===== config.mk =====
export PLATFORM = sky130hd
export DESIGN_NAME = apb_arbiter
export DESIGN_NICKNAME = d
export VERILOG_FILES = /design/src/rtl/apb_arbiter.sv
export SDC_FILE = /design/constraint.sdc
export NUM_CORES = 1
export LEC_CHECK = 0
export BUFFER_PORTS_ARGS = -buffer_cell sky130_fd_sc_hd__buf_4
export CAP_MARGIN = 40
export CELL_PAD_IN_SITES_DETAIL_PLACEMENT = 1
export CELL_PAD_IN_SITES_GLOBAL_PLACEMENT = 1
export CORE_UTILIZATION = 32
export DETAILED_ROUTE_END_ITERATION = 10
export HOLD_SLACK_MARGIN = 0.05
export PLACE_DENSITY = 0.87
export SYNTH_ARGS = -nofsm -noshare
export SYNTH_HDL_FRONTEND = slang
export SYNTH_SLANG_ARGS = --single-unit
export TNS_END_PERCENT = 10

===== constraint.sdc =====
create_clock -name PCLK -period 4 [get_ports PCLK]
set_input_delay 0.4 -clock PCLK [delete_from_list [all_inputs] [get_ports PCLK]]
set_output_delay 0.4 -clock PCLK [all_outputs]
set_load 0.005 [all_outputs]

===== src/rtl/apb_arbiter.sv =====
// apb_arbiter: three-requester round-robin arbiter driving a single APB master
// port. Each transfer runs IDLE -> SETUP -> ACCESS and returns to IDLE, where
// the owning requester sees a one-cycle done pulse with err/rdata.
module apb_arbiter #(
  parameter int ADDR_W  = 32,
  parameter int DATA_W  = 32,
  parameter int TIMEOUT = 16
) (
  input  logic                  PCLK,
  input  logic                  PRESET,
  input  logic [2:0]            req,
  input  logic [2:0]            req_write,
  input  logic [3*ADDR_W-1:0]   req_addr,
  input  logic [3*DATA_W-1:0]   req_wdata,
  output logic [2:0]            grant,
  output logic [2:0]            done,
  output logic [DATA_W-1:0]     rdata,
  output logic                  err,
  output logic                  PSEL,
  output logic                  PENABLE,
  output logic                  PWRITE,
  output logic [ADDR_W-1:0]     PADDR,
  output logic [DATA_W-1:0]     PWDATA,
  input  logic [DATA_W-1:0]     PRDATA,
  input  logic                  PREADY,
  input  logic                  PSLVERR
);

  typedef enum logic [1:0] {IDLE, SETUP, ACCESS} state_t;

  localparam logic [7:0] TO_L = 8'(TIMEOUT);

  state_t              state_q, state_d;
  logic [1:0]          last_q, last_d;
  logic [7:0]          wait_cnt_q, wait_cnt_d;
  logic [2:0]          grant_q, grant_d;
  logic [2:0]          done_q, done_d;
  logic                err_q, err_d;
  logic [DATA_W-1:0]   rdata_q, rdata_d;
  logic                psel_q, psel_d;
  logic                penable_q, penable_d;
  logic                pwrite_q, pwrite_d;
  logic [ADDR_W-1:0]   paddr_q, paddr_d;
  logic [DATA_W-1:0]   pwdata_q, pwdata_d;

  logic [1:0]          win;
  logic [ADDR_W-1:0]   sel_addr;
  logic [DATA_W-1:0]   sel_wdata;
  logic                sel_write;
  logic [7:0]          wait_inc;

  // Round-robin pick: scan starts just after the last granted requester.
  function automatic logic [1:0] rr_pick(input logic [2:0] r, input logic [1:0] last);
    logic [1:0] pick;
    pick = 2'd0;
    case (last)
      2'd0:    pick = r[1] ? 2'd1 : (r[2] ? 2'd2 : 2'd0);
      2'd1:    pick = r[2] ? 2'd2 : (r[0] ? 2'd0 : 2'd1);
      default: pick = r[0] ? 2'd0 : (r[1] ? 2'd1 : 2'd2);
    endcase
    return pick;
  endfunction

  assign win      = rr_pick(req, last_q);
  assign wait_inc = wait_cnt_q + 8'd1;

  // Mux out the winning requester's address, data and direction.
  always_comb begin
    sel_addr  = '0;
    sel_wdata = '0;
    sel_write = 1'b0;
    for (int i = 0; i < 3; i++) begin
      if (win == 2'(i)) begin
        sel_addr  = req_addr[i*ADDR_W +: ADDR_W];
        sel_wdata = req_wdata[i*DATA_W +: DATA_W];
        sel_write = req_write[i];
      end
    end
  end

  // Next-state and registered-output computation for the transfer FSM.
  always_comb begin
    state_d    = state_q;
    last_d     = last_q;
    wait_cnt_d = wait_cnt_q;
    grant_d    = grant_q;
    done_d     = 3'b000;
    err_d      = 1'b0;
    rdata_d    = rdata_q;
    psel_d     = psel_q;
    penable_d  = penable_q;
    pwrite_d   = pwrite_q;
    paddr_d    = paddr_q;
    pwdata_d   = pwdata_q;
    case (state_q)
      IDLE: begin
        psel_d    = 1'b0;
        penable_d = 1'b0;
        if (|req) begin
          state_d    = SETUP;
          last_d     = win;
          grant_d    = 3'b001 << win;
          paddr_d    = sel_addr;
          pwdata_d   = sel_wdata;
          pwrite_d   = sel_write;
          psel_d     = 1'b1;
          wait_cnt_d = 8'd0;
        end
      end
      SETUP: begin
        state_d   = ACCESS;
        penable_d = 1'b1;
      end
      ACCESS: begin
        if (PREADY) begin
          state_d   = IDLE;
          done_d    = grant_q;
          err_d     = PSLVERR;
          if (!pwrite_q) rdata_d = PRDATA;
          grant_d   = 3'b000;
          psel_d    = 1'b0;
          penable_d = 1'b0;
        end else if (wait_inc == TO_L) begin
          // Slave never answered: abort with an error, keep old rdata.
          state_d    = IDLE;
          done_d     = grant_q;
          err_d      = 1'b1;
          grant_d    = 3'b000;
          psel_d     = 1'b0;
          penable_d  = 1'b0;
          wait_cnt_d = wait_inc;
        end else begin
          wait_cnt_d = wait_inc;
        end
      end
      default: begin
        state_d   = IDLE;
        grant_d   = 3'b000;
        psel_d    = 1'b0;
        penable_d = 1'b0;
      end
    endcase
  end

  // State register; reset abandons any transfer in flight.
  always_ff @(posedge PCLK or posedge PRESET) begin
    if (PRESET) begin
      state_q    <= IDLE;
      last_q     <= 2'd2;
      wait_cnt_q <= 8'd0;
      grant_q    <= 3'b000;
      done_q     <= 3'b000;
      err_q      <= 1'b0;
      rdata_q    <= '0;
      psel_q     <= 1'b0;
      penable_q  <= 1'b0;
      pwrite_q   <= 1'b0;
      paddr_q    <= '0;
      pwdata_q   <= '0;
    end else begin
      state_q    <= state_d;
      last_q     <= last_d;
      wait_cnt_q <= wait_cnt_d;
      grant_q    <= grant_d;
      done_q     <= done_d;
      err_q      <= err_d;
      rdata_q    <= rdata_d;
      psel_q     <= psel_d;
      penable_q  <= penable_d;
      pwrite_q   <= pwrite_d;
      paddr_q    <= paddr_d;
      pwdata_q   <= pwdata_d;
    end
  end

  assign grant   = grant_q;
  assign done    = done_q;
  assign err     = err_q;
  assign rdata   = rdata_q;
  assign PSEL    = psel_q;
  assign PENABLE = penable_q;
  assign PWRITE  = pwrite_q;
  assign PADDR   = paddr_q;
  assign PWDATA  = pwdata_q;

endmodule


==> results.py, run 1 <==
metrics = {
    "status": {
        "status": "finished, final reports clean",
    },
    "sta": {
        "hold_ws_ps": 116,
        "skew_ps": 11.7,
        "min_period_over_period": 0.619,
        "max_freq_ghz": 0.404,
        "slew_viol_final": 0,
        "finalSetupViolations": 0,
        "worst_pin_slew_ps": 865,
        "fin_setup_tns_ps": 0,
        "hold_viol_final": 0,
        "worst_slew_margin_rel": 0.423,
        "rsz0062_at_grt": "false",
        "fin_crit_ps": 2470,
    },
    "power_and_ir_drop": {
        "p_leak_nw": 4.61,
        "p_comb_frac": 0.430,
        "switching_share": 0.351,
        "max-vdd-ir-drop_uv": 385,
        "seqPwrFrac": 0.316,
        "total_power_mw": 6.69,
        "internal_power_mw": 4.34,
        "p_sw_mw": 2.35,
        "pwr-share-clk": 0.254,
        "power_density_nw_per_um2": 724,
    },
    "finish": {
        "fin_util": 0.514,
        "drive_above_1_share": 0.497,
        "fill_cells": 2016,
        "diodes": 0,
        "final_common_cell": "buf_4",
        "nNetsFinal": 1102,
        "area_delta_synth_final_pct": 57.5,
        "mostFrequentLayoutCells": "buf_4 (345), dfrtp_1 (117), mux2i_1 (64)",
    },
    "cts": {
        "cts_buffers": 17,
        "cts_resized": 0,
        "tritoncts": "built",
        "clkTransAtPathRegs_ps": 60,
        "clk_latency_ps": 410,
        "post_cts_buffers": 0,
        "ctsLongestPathBuffers": 2,
        "hold_buffers": 0,
        "htree_num_levels": 4,
        "cts_root_buf": "clkbuf_16",
        "clock_sinks": 118,
    },
    "setup_path": {
        "cp_max_fo": 54,
        "required_ps": 4260,
        "crit_arrival_ps": 2740,
        "start_kind": "flip-flop",
        "crit_type": "flip-flop to flip-flop",
        "crit_start": "state_q[1]$_DFFE_PP0P_",
        "cp-end-kind": "flip-flop",
        "rr_startpoint": "state_q[1]$_DFFE_PP0P_",
    },
    "synth": {
        "postSynth.asyncResetShare": 1.00,
        "syn_area_um2": 5860,
        "netlist_instances": 540,
        "postSynthNetCount": 776,
        "yosysSeqAreaShare": 0.504,
        "ys_ff_latch": 118,
        "syn-mean-instance-area_um2": 10.9,
        "ys.flop_type": "dfrtp_1",
        "ys_types": 49,
        "synth_edf_count": 0,
        "ys_warn_count": 0,
    },
    "grt": {
        "grt_antenna_before_repair": 0,
        "first_global_vias": 5857,
        "grt.overflow.total": 0,
        "grt_max_degree": 64,
        "grt_pass1_wl_um": 31200,
        "grt_usage": 0.219,
    },
    "route": {
        "dr.pass1.iters": 4,
        "totalWireLength_um": 21000,
        "num_vias": 5570,
        "wl_per_cell_um": 19.0,
        "antenna_left": 0,
        "viasPerCell": 5.03,
        "drtIter0Drc": 147,
        "drc": 0,
    },
    "run": {
        "drv_cap": 0,
    },
    "floorplanning": {
        "coreArea_um2": 18000,
        "initial_core_util": 0.326,
        "die_w_um": 137,
        "dieArea_um2": 18900,
        "dieHeight_um": 137,
        "pin_count": 340,
        "fp-row-count": 49,
    },
    "placement": {
        "gp_congestion": 0.773,
        "dp_hpwl_um": 15600,
        "port_buffers": 339,
    },
    "hold_path": {
        "min_path_type": "input port to async pin",
    },
}
==> final cells by class <==
type | instances | area [µm²] | area share
multi-input combinational | 377 | 2710 | 0.293
clock inverter | 14 | 224 | 0.0243
clock buffer | 18 | 429 | 0.0465
inverter | 6 | 25.0 | 0.00271
sequential | 118 | 2950 | 0.320
tap | 229 | 287 | 0.0310
timing repair buffer | 346 | 2610 | 0.283
==> Yosys cell counts (5+ instances only) <==
cell | number | area [µm²]
a21oi_1 | 50 | 250
and3_1 | 47 | 294
buf_2 | 14 | 70.1
buf_4 | 5 | 37.5
clkbuf_1 | 11 | 41.3
dfrtp_1 | 117 | 2930
mux2_2 | 49 | 552
mux2i_1 | 64 | 641
nand2_1 | 31 | 116
nand3_1 | 5 | 25.0
nor2_1 | 8 | 30.0
o21ai_0 | 41 | 205
o21ai_1 | 35 | 175
==> worst paths after layout <==
check	endpoint	slack, ps	cells past startpoint
setup / recovery	wait_cnt_q[4]$_DFFE_PP0P_	1530	5
hold / removal	PADDR[29]$_DFFE_PP0P_	120	2
setup reg to reg	wait_cnt_q[4]$_DFFE_PP0P_	1530	5
hold reg to reg	PWDATA[21]$_DFFE_PP0P_	480	2
max in group asynchronous	last_q[1]$_DFFE_PP1P_	3030	3
min in group PCLK	rdata[20]$_DFFE_PP0P_	230	2
==> metal layers <==
layer  share of wire  GRT usage
met1            0.37      0.240
met2            0.53      0.399
met3           0.076     0.0596
met4           0.023     0.0891
met5               0          0
==> power groups by stage <==
| stage | Combinational [mW] | Clock (mW) | Sequential, mW |
|---|---|---|---|
| after detailed placement | 2.90 | 0 | 2.13 |
| after floorplan | 1.49 | 0 | 2.09 |
| final | 2.88 | 1.70 | 2.12 |
| after CTS | 2.92 | 1.73 | 2.12 |
| after global routing | 3.16 | 1.78 | 2.19 |
| after global placement | 2.81 | 0 | 2.09 |
==> cells by family after synthesis <==
kind of cell,synth area share
simple gates,0.107
compound gates,0.135
fa+ha+maj,0.00427
flops,0.504
xor+xnor,0.00747
buf+inv,0.0395
mux,0.203
==> sequential cells by signal, summed over array words and instances, names as in the netlist <==
signal / count
err: 1
PSEL: 1
state_q: 2
PENABLE: 1
last_q: 2
done: 3
PWRITE: 1
PWDATA: 32
grant: 3
PADDR: 32
wait_cnt_q: 8
rdata: 32
==> critical path, cell delays in order (launching register included) <==
cell and delay [ps]:
dfrtp_1 480, or3_4 610, inv_2 690, nor2_1 220, o21ai_0 220, o31ai_1 100
==> per-stage QoR <==
step	worst slack, ps	std cells	area [µm²]
2_1_floorplan	473	540	5860
3_3_place_gp	1510	1076	8580
3_5_place_dp	1470	1076	8580
4_1_cts	1510	1108	9240
5_1_grt	1320	1108	9240
6_report	1530	1108	9240
Note: power is estimated with default switching activity, not from simulation.
==> run 2: changes to the inputs <==
- CORE_UTILIZATION: 32 -> 29
- PLACE_DENSITY: 0.87 -> 0.84
- clock period: 4 -> 2.1 ns (I/O delays scaled with it)
==> run 2 against run 1 <==
Critical path depth is 1 higher. Via count rose by 4.7%. Sequential power rose by 92%. Total power rose by 89%. Clock power is 55% higher. Critical endpoint is now PWDATA[9]$_DFFE_PP0P_.
==> results.py, run 2 (synthesis results as in run 1) <==
metrics = {
    "sta": {
        "hold_ws_ps": 62.6,
        "max_freq_ghz": 0.515,
        "fin_crit_ps": 1940,
        "worst_pin_slew_ps": 690,
        "min_period_over_period": 0.925,
        "slew_viol_final": 0,
        "rsz0062_at_grt": "false",
        "fin_setup_tns_ps": 0,
        "hold_viol_final": 0,
        "finalSetupViolations": 0,
        "skew_ps": 13.5,
        "worst_slew_margin_rel": 0.540,
    },
    "hold_path": {
        "min_to": "PWDATA[23]$_DFFE_PP0P_",
        "min_from": "req_wdata[55]",
        "min_path_type": "input port to flip-flop",
        "hold_depth": 3,
    },
    "floorplanning": {
        "fp-row-count": 51,
        "die_w_um": 144,
        "initial_core_util": 0.298,
        "dieArea_um2": 20800,
        "pin_count": 340,
        "dieHeight_um": 144,
        "coreArea_um2": 19700,
    },
    "cts": {
        "cts_resized": 0,
        "post_cts_buffers": 0,
        "cts_root_buf": "clkbuf_16",
        "cts_buffers": 17,
        "clk_latency_ps": 420,
        "htree_num_levels": 4,
        "ctsLongestPathBuffers": 2,
        "clock_sinks": 118,
        "clkTransAtPathRegs_ps": 60,
        "tritoncts": "built",
    },
    "power_and_ir_drop": {
        "p_leak_nw": 4.80,
        "pwr-share-clk": 0.208,
        "switching_share": 0.371,
        "power_density_nw_per_um2": 1310,
        "seqPwrFrac": 0.320,
        "internal_power_mw": 7.98,
        "p_comb_frac": 0.472,
        "max-vdd-ir-drop_uv": 709,
        "p_sw_mw": 4.69,
    },
    "setup_path": {
        "start_kind": "flip-flop",
        "cp-end-kind": "flip-flop",
        "r2r_cells": 6,
        "rr_startpoint": "last_q[1]$_DFFE_PP1P_",
        "crit_type": "flip-flop to flip-flop",
        "cp_max_fo": 37,
        "rr_endpoint": "PWDATA[9]$_DFFE_PP0P_",
        "reg2reg_slack_ps": 160,
        "required_ps": 2390,
        "crit_start": "last_q[1]$_DFFE_PP1P_",
        "crit_arrival_ps": 2230,
    },
    "placement": {
        "port_buffers": 339,
        "gp_congestion": 0.763,
        "dp_hpwl_um": 16600,
    },
    "grt": {
        "grt.overflow.total": 0,
        "grt_pass1_wl_um": 34000,
        "grt_antenna_before_repair": 0,
        "first_global_vias": 6286,
        "grt_usage": 0.220,
        "grt_max_degree": 119,
    },
    "run": {
        "drv_cap": 0,
    },
    "finish": {
        "fin_util": 0.494,
        "diodes": 0,
        "nNetsFinal": 1153,
        "mostFrequentLayoutCells": "buf_4 (354), dfrtp_1 (117), mux2i_1 (64)",
        "area_delta_synth_final_pct": 65.6,
        "drive_above_1_share": 0.487,
        "fill_cells": 2260,
        "final_common_cell": "buf_4",
    },
    "route": {
        "drtIter0Drc": 136,
        "num_vias": 5833,
        "antenna_left": 0,
        "drc": 0,
        "dr.pass1.iters": 4,
        "totalWireLength_um": 23300,
        "viasPerCell": 4.88,
        "wl_per_cell_um": 19.5,
    },
    "status": {
        "status": "finished, final reports clean",
    },
}
==> run 2: cell types whose count changed in the layout (fill, tap and decap cells not counted), moves of 4 or more <==
cell and delta:
dlygate4sd3_1 +36, buf_4 +9, buf_12 +6, bufinv_16 -5, clkinv_2 +4, clkinvlp_4 +4
==> run 2: cell type report <==
type / count / area [µm²] / area share
multi-input combinational: 377 / 2710 / 0.279
clock inverter: 15 / 108 / 0.0111
timing repair buffer: 397 / 3160 / 0.325
clock buffer: 17 / 425 / 0.0438
tap: 265 / 332 / 0.0341
sequential: 118 / 2950 / 0.304
inverter: 6 / 26.3 / 0.00271
==> run 2: metrics by stage <==
stage	area (µm²)	worst slack [ps]	std cells	power, mW
4_1_cts	9710	141	1195	12.7
2_1_floorplan	5870	282	540	6.83
3_5_place_dp	8820	151	1127	10.0
5_1_grt	9710	8.51	1195	13.5
6_report	9710	158	1195	12.7
3_3_place_gp	8820	230	1127	9.70
==> run 2: what timing repair did <==
| item | in CTS | in global routing |
|---|---|---|
| setup endpoints to repair | 0 | 6 |
| endpoints found under the hold margin | 151 | 0 |
| hold buffers | 36 | 0 |
==> run 2: worst max path at each step <==
stage                                         to  slack (ps)  depth (start not counted)
after detailed placement  PWDATA[14]$_DFFE_PP0P_         150                          6
after floorplan           PWDATA[21]$_DFFE_PP0P_         280                          6
after global placement    PWDATA[18]$_DFFE_PP0P_         230                          6
after global routing        grant[1]$_DFFE_PP0P_           9                          6
after CTS                 PWDATA[14]$_DFFE_PP0P_         140                          6
final                      PWDATA[9]$_DFFE_PP0P_         160                          6
==> run 2: per-layer routing <==
| layer | global-route usage | routed length [µm] |
|---|---|---|
| met4 | 0.0842 | 546 |
| met1 | 0.235 | 8880 |
| met3 | 0.0662 | 1670 |
| met5 | 0 | 0 |
| met2 | 0.405 | 12200 |
==> run 2: critical path, cell delays in order, from the launching register on <==
cell	delay, ps
dfstp_2	580
inv_2	70
o32ai_4	330
buf_12	240
mux2_2	350
mux2i_1	150
o21ai_1	80
==> run 2: power groups by stage <==
stage	logic, mW	registers [mW]	clock network [mW]
floorplan	2.84	3.99	0
finish	5.98	4.06	2.64
global route	6.50	4.17	2.79
CTS	6.01	4.03	2.70
global placement	5.74	3.96	0
detailed placement	5.95	4.05	0
